<file path="src/rtl/rst_seq_pkg.sv">
// rst_seq_pkg: shared state, stage index and helpers for the shutdown sequencer
package rst_seq_pkg;
  localparam int NUM_STAGES = 3;
  typedef enum logic [2:0] {ST_HELD, ST_RELEASE, ST_RUN, ST_QUIESCE, ST_ASSERT} seq_st_e;
  typedef logic [1:0] stage_idx_t;
  function automatic logic [NUM_STAGES-1:0] stage_onehot(input stage_idx_t i);
    return NUM_STAGES'(1) << i;
  endfunction
endpackage

</file>
<file path="src/rtl/reset_shutdown_sequencer_stage_timer.sv">
// stage_timer: saturating wait counter with compare, shared by every sequencer wait
module stage_timer #(
  parameter int CW = 16
) (
  input  logic          clk,
  input  logic          rst,
  input  logic          i_clr,
  input  logic [CW-1:0] i_limit,
  output logic          o_done
);
  logic [CW-1:0] r_cnt;
  always_ff @(posedge clk)
    r_cnt <= (rst || i_clr) ? '0 : (&r_cnt ? r_cnt : r_cnt + 1'b1);
  assign o_done = r_cnt == i_limit;
endmodule

</file>
<file path="src/rtl/reset_shutdown_sequencer.sv">
// reset_shutdown_sequencer: quiesce and reset stages 2->1->0, release again 0->1->2
module reset_shutdown_sequencer
  import rst_seq_pkg::*;
#(
  parameter int DELAY_ASSERT = 4,
  parameter int DELAY_REL    = 8,
  parameter int QTIMEOUT     = 64,
  parameter int CW           = 16
) (
  input  logic       clk,
  input  logic       rst,
  input  logic       shutdown_req,
  input  logic [2:0] quiesce_ack,
  output logic [2:0] quiesce_req,
  output logic       rst0_n,
  output logic       rst1_n,
  output logic       rst2_n,
  output logic       held,
  output logic       busy,
  output logic [2:0] timeout_stat,
  output logic       abort_stat
);
  seq_st_e    r_state, w_state_nxt;
  stage_idx_t r_idx, w_idx_nxt;
  logic [2:0] r_rst_n, w_rst_n_nxt, r_qreq, w_qreq_nxt, r_tmo, w_tmo_nxt;
  logic       r_abort, w_abort_nxt;
  logic       w_clr, w_done, w_ack, w_tmo_hit;
  logic [CW-1:0] w_limit;

  assign w_limit = r_state == ST_RELEASE ? CW'(DELAY_REL - 1) :
                   r_state == ST_ASSERT  ? CW'(DELAY_ASSERT - 1) : CW'(QTIMEOUT - 1);
  assign w_ack     = quiesce_ack[r_idx];
  assign w_tmo_hit = (QTIMEOUT != 0) && w_done;

  stage_timer #(.CW(CW)) u_timer (
    .clk    (clk),
    .rst    (rst),
    .i_clr  (w_clr),
    .i_limit(w_limit),
    .o_done (w_done)
  );

  always_ff @(posedge clk)
    if (rst) begin
      r_state <= ST_HELD;
      r_idx   <= '0;
      r_rst_n <= '0;
      r_qreq  <= '0;
      r_tmo   <= '0;
      r_abort <= 1'b0;
    end else begin
      r_state <= w_state_nxt;
      r_idx   <= w_idx_nxt;
      r_rst_n <= w_rst_n_nxt;
      r_qreq  <= w_qreq_nxt;
      r_tmo   <= w_tmo_nxt;
      r_abort <= w_abort_nxt;
    end

  always_comb begin
    w_state_nxt = r_state;
    w_idx_nxt   = r_idx;
    w_rst_n_nxt = r_rst_n;
    w_qreq_nxt  = r_qreq;
    w_tmo_nxt   = r_tmo;
    w_abort_nxt = r_abort;
    w_clr       = 1'b0;
    case (r_state)
      ST_HELD: begin
        w_clr = 1'b1;
        if (!shutdown_req) begin
          w_state_nxt = ST_RELEASE;
          w_idx_nxt   = '0;
        end
      end
      ST_RELEASE:
        // released stages have not started real work yet, so abort skips the handshake
        if (shutdown_req) begin
          w_state_nxt = ST_HELD;
          w_rst_n_nxt = '0;
          w_abort_nxt = 1'b1;
          w_clr       = 1'b1;
        end else if (w_done) begin
          w_rst_n_nxt[r_idx] = 1'b1;
          w_clr       = 1'b1;
          w_idx_nxt   = r_idx == 2'd2 ? r_idx : r_idx + 2'd1;
          w_state_nxt = r_idx == 2'd2 ? ST_RUN : ST_RELEASE;
        end
      ST_RUN: begin
        w_clr = 1'b1;
        if (shutdown_req) begin
          w_state_nxt = ST_QUIESCE;
          w_idx_nxt   = 2'd2;
          w_qreq_nxt  = stage_onehot(2'd2);
        end
      end
      ST_QUIESCE:
        if (w_ack || w_tmo_hit) begin
          w_state_nxt        = ST_ASSERT;
          w_rst_n_nxt[r_idx] = 1'b0;
          w_qreq_nxt         = '0;
          w_tmo_nxt[r_idx]   = r_tmo[r_idx] | !w_ack;
          w_clr              = 1'b1;
        end
      ST_ASSERT:
        if (w_done) begin
          w_clr       = 1'b1;
          w_state_nxt = r_idx == 2'd0 ? ST_HELD : ST_QUIESCE;
          w_idx_nxt   = r_idx == 2'd0 ? r_idx : r_idx - 2'd1;
          w_qreq_nxt  = r_idx == 2'd0 ? 3'b000 : stage_onehot(r_idx - 2'd1);
        end
      default: begin
        w_state_nxt = ST_HELD;
        w_rst_n_nxt = '0;
        w_qreq_nxt  = '0;
        w_clr       = 1'b1;
      end
    endcase
  end

  always_comb begin
    held         = r_state == ST_HELD;
    busy         = r_state inside {ST_QUIESCE, ST_ASSERT, ST_RELEASE};
    quiesce_req  = r_qreq;
    rst0_n       = r_rst_n[0];
    rst1_n       = r_rst_n[1];
    rst2_n       = r_rst_n[2];
    timeout_stat = r_tmo;
    abort_stat   = r_abort;
  end
endmodule
</file>
<file path="config.mk">
export PLATFORM = sky130hd
export DESIGN_NAME = reset_shutdown_sequencer
export DESIGN_NICKNAME = d
export VERILOG_FILES = /design/src/rtl/rst_seq_pkg.sv /design/src/rtl/reset_shutdown_sequencer_stage_timer.sv /design/src/rtl/reset_shutdown_sequencer.sv
export SDC_FILE = /design/constraint.sdc
export NUM_CORES = 1
export LEC_CHECK = 0
export BUFFER_PORTS_ARGS = -buffer_cell sky130_fd_sc_hd__buf_2
export CAP_MARGIN = 10
export CORE_ASPECT_RATIO = 1.1
export CORE_MARGIN = 2
export CORE_UTILIZATION = 61
export CTS_BUF_LIST = sky130_fd_sc_hd__clkbuf_16
export DETAILED_ROUTE_END_ITERATION = 12
export GPL_ROUTABILITY_DRIVEN = 0
export GPL_TIMING_DRIVEN = 0
export PLACE_DENSITY = 0.78
export SYNTH_ARGS = -nofsm -noshare
export SYNTH_HDL_FRONTEND = slang
export SYNTH_HIERARCHICAL = 1
export SYNTH_SLANG_ARGS = --single-unit
</file>
<file path="constraint.sdc">
create_clock -name clk -period 7.2 [get_ports clk]
set_input_delay 0.36 -clock clk [delete_from_list [all_inputs] [get_ports clk]]
set_output_delay 0.36 -clock clk [all_outputs]
set_load 0.03 [all_outputs]
</file>
==> metrics.cfg <==
[outcome]
status=finished clean

[global_route]
groute.usage.overall=0.2691
grt.overflow.total=0
use_met1=0.3078
grt_use_met2=0.4712
met3_usage=0.05389
grt_max_degree=12
grt_pass1_wl_microns=7928
antenna_found_initial=0
grt_pass1_vias=1828
grt-busiest-layer=met2

[setup_path]
path_class=register to register
path_max_fanout=10
cp-end-kind=register
arrival_ps=3850
rr_endpoint=u_timer/r_cnt[11]$_SDFFE_PP0N_
reg2regPathDepth=12
critPathRequiredTime_ps=7340
regToRegStartpoint=r_state[2]$_SDFFE_PP0P_
worstSetupStartpointType=register
r2r_slack_ps=3480

[clock_tree]
post_cts_buffers=0
cts.sinks=31
numCtsBuffers=5
clk_path_buf_depth=2
post_cts_resized=0
htreeDepth=2
insertion_delay_ps=280
holdBufCountCts=0
cts.clk_slew.worst_paths_ps=50
cts_tree=done
clockRootBuffer=clkbuf_16

[logic_synthesis]
synth_common_cells=dfxtp_1 (31), nor2_1 (25), a21oi_1 (24)
netlist_area_sq_mm=0.002058
yosysMostFrequentCell=dfxtp_1
yosysUniqueCellTypes=56
synth_ff_type=dfxtp_1
netlist.area_leader.share=0.3015
synth_area_leaders=dfxtp_1 (30%), xnor2_1 (8.5%), a21oi_1 (5.8%)
yosysTopAreaCell=dfxtp_1
syn_avg_cell_area_sq_um=8.540
synthCells=241
synth_seq_cells=31
synth_edf_count=0
ys_warn_count=6
async_reset_ff_frac=0
yosysSeqAreaShare=0.3015

[routing]
drt_iter0_drc=119
firstDrtPassIters=4
drcViolationCount=0
wl_per_cell_microns=15.00
drt_wl_total_microns=4679
ant_nets=0
vias=1875
post_drt_via_cell_ratio=6.010

[sta]
maxSlewHeadroom=0.2637
rsz0062_at_grt=false
tightest_slew_ps=1094
finalHoldViolCount=0
setup_ws_ps=3483
clock.fmax_ghz=0.2690
post-route-period-util=0.5162
finalCriticalPeriod_ps=3717
slew_viol_final=0
tns_ps=0
clock-skew-final_ps=5.020
setup_viol=0

[final_layout]
utilization=0.7212
areaGrowthSynthToFinish_pct=14.77
drive_above_1_share=0.1848
fin_nets=288
antenna_cells=0
fillers=277

[floorplanning]
ios=18
start_util=0.6283
rows=22
die_w_microns=59.39
die_y_microns=64.92
core_area_sq_mm=0.003276
dieArea_sq_mm=0.003855

[hold_path]
hold_end=r_rst_n[1]$_SDFFE_PP0P_
hp-class=input pin to register
hold_path.startpoint=rst
hold_path_depth=2

[place]
dp.final_hpwl_microns=3424
port-buffer-count=17
pre_cts_slack_ps=3536

[power_and_ir_drop]
p_leak_nw=0.8552
vdd.ir_drop.worst_mv=0.1593
powerDensity_mw_per_mm2=266.0

[run]
maxCapViolations=0

-- registers in the layout (all words and copies together), names as in the netlist --
| name | cells |
|---|---|
| timeout_stat | 3 |
| r_idx | 2 |
| quiesce_req | 3 |
| r_state | 3 |
| r_rst_n | 3 |
| abort_stat | 1 |
| u_timer/r_cnt | 16 |
-- logic make-up (layout without fill, tap and decap cells) --
group	Yosys count	count (layout)	share of synthesized area
and+or+nand+nor	91	91	0.2505
AOI/OAI and AO/OA	62	62	0.2231
DFF	31	31	0.3015
buffers and inverters	22	47	0.06261
xor gates and xnor gates	21	21	0.08936
adders and majority gates	7	7	0.04255
muxes	5	5	0.02675
other	2	12	0.003649
-- worst max path at each step --
stage,startpoint,end
floorplan,r_state[2]$_SDFFE_PP0P_,u_timer/r_cnt[0]$_SDFFE_PP0N_
global placement,r_state[2]$_SDFFE_PP0P_,u_timer/r_cnt[1]$_SDFFE_PP0N_
detailed placement,r_state[2]$_SDFFE_PP0P_,u_timer/r_cnt[0]$_SDFFE_PP0N_
CTS,r_state[2]$_SDFFE_PP0P_,u_timer/r_cnt[11]$_SDFFE_PP0N_
global route,r_state[0]$_SDFFE_PP0P_,u_timer/r_cnt[0]$_SDFFE_PP0N_
finish,r_state[2]$_SDFFE_PP0P_,u_timer/r_cnt[11]$_SDFFE_PP0N_
-- metrics by stage --
step	std cells	hold WS (ps)	power, mW	area, sq um
floorplan	251	428.9	0.3865	2096
global placement	304	443.8	0.4289	2226
detailed placement	304	459.6	0.4330	2226
CTS	312	385.1	0.6288	2362
global route	312	390.1	0.6575	2362
finish	312	385.3	0.6283	2362
-- placed cells by master (no fill, tap or decap), types with 5 or more instances in the layout --
cell type / netlist / final
dfxtp_1: 31 / 31
nor2_1: 25 / 25
a21oi_1: 24 / 24
xnor2_1: 20 / 20
buf_2: 2 / 19
nand2_1: 14 / 14
conb_1: 2 / 12
inv_1: 10 / 11
nand4_1: 9 / 9
nor4_1: 8 / 8
o21ai_0: 7 / 7
nand3_1: 7 / 7
ha_1: 7 / 7
a31oi_1: 5 / 5
clkbuf_16: 0 / 5
-- worst max-delay path, cell delays in order (launching register included) --
cell and delay (ps):
dfxtp_1 360, buf_4 190, nor2b_1 130, o21ai_0 500
xnor2_1 190, nand4_1 110, nor4_1 890, inv_1 240
nand2_1 130, or2_1 100, buf_1 230, clkbuf_1 410
a21oi_1 90
-- layer usage --
metal / wire (microns) / part of all wire / vias up
met4: 102 / 0.022 / 0
met5: 0 / 0 / -
met1: 1971 / 0.42 / 890
li1: - / - / 936
met2: 2447 / 0.52 / 38
met3: 158 / 0.034 / 11
-- where the power goes --
part           internal, mW  total [mW]  switching (mW)  leakage [nW]
clock network         0.124       0.195          0.0712        0.0701
logic                0.0964       0.236           0.140         0.535
registers             0.182       0.197          0.0144         0.250
total                 0.403       0.628           0.226         0.855
-- layout make-up --
cell class / count / area (sq um) / area share
Buffer: 12 / 91.34 / 0.03867
Inverter: 10 / 37.54 / 0.01589
Sequential cell: 31 / 620.6 / 0.2627
Timing Repair Buffer: 17 / 85.08 / 0.03602
Clock inverter: 3 / 11.26 / 0.004767
Clock buffer: 5 / 125.1 / 0.05297
Multi-Input combinational cell: 198 / 1346 / 0.5699
Tap cell: 36 / 45.04 / 0.01907
Note: power is estimated with default switching activity, not from simulation.
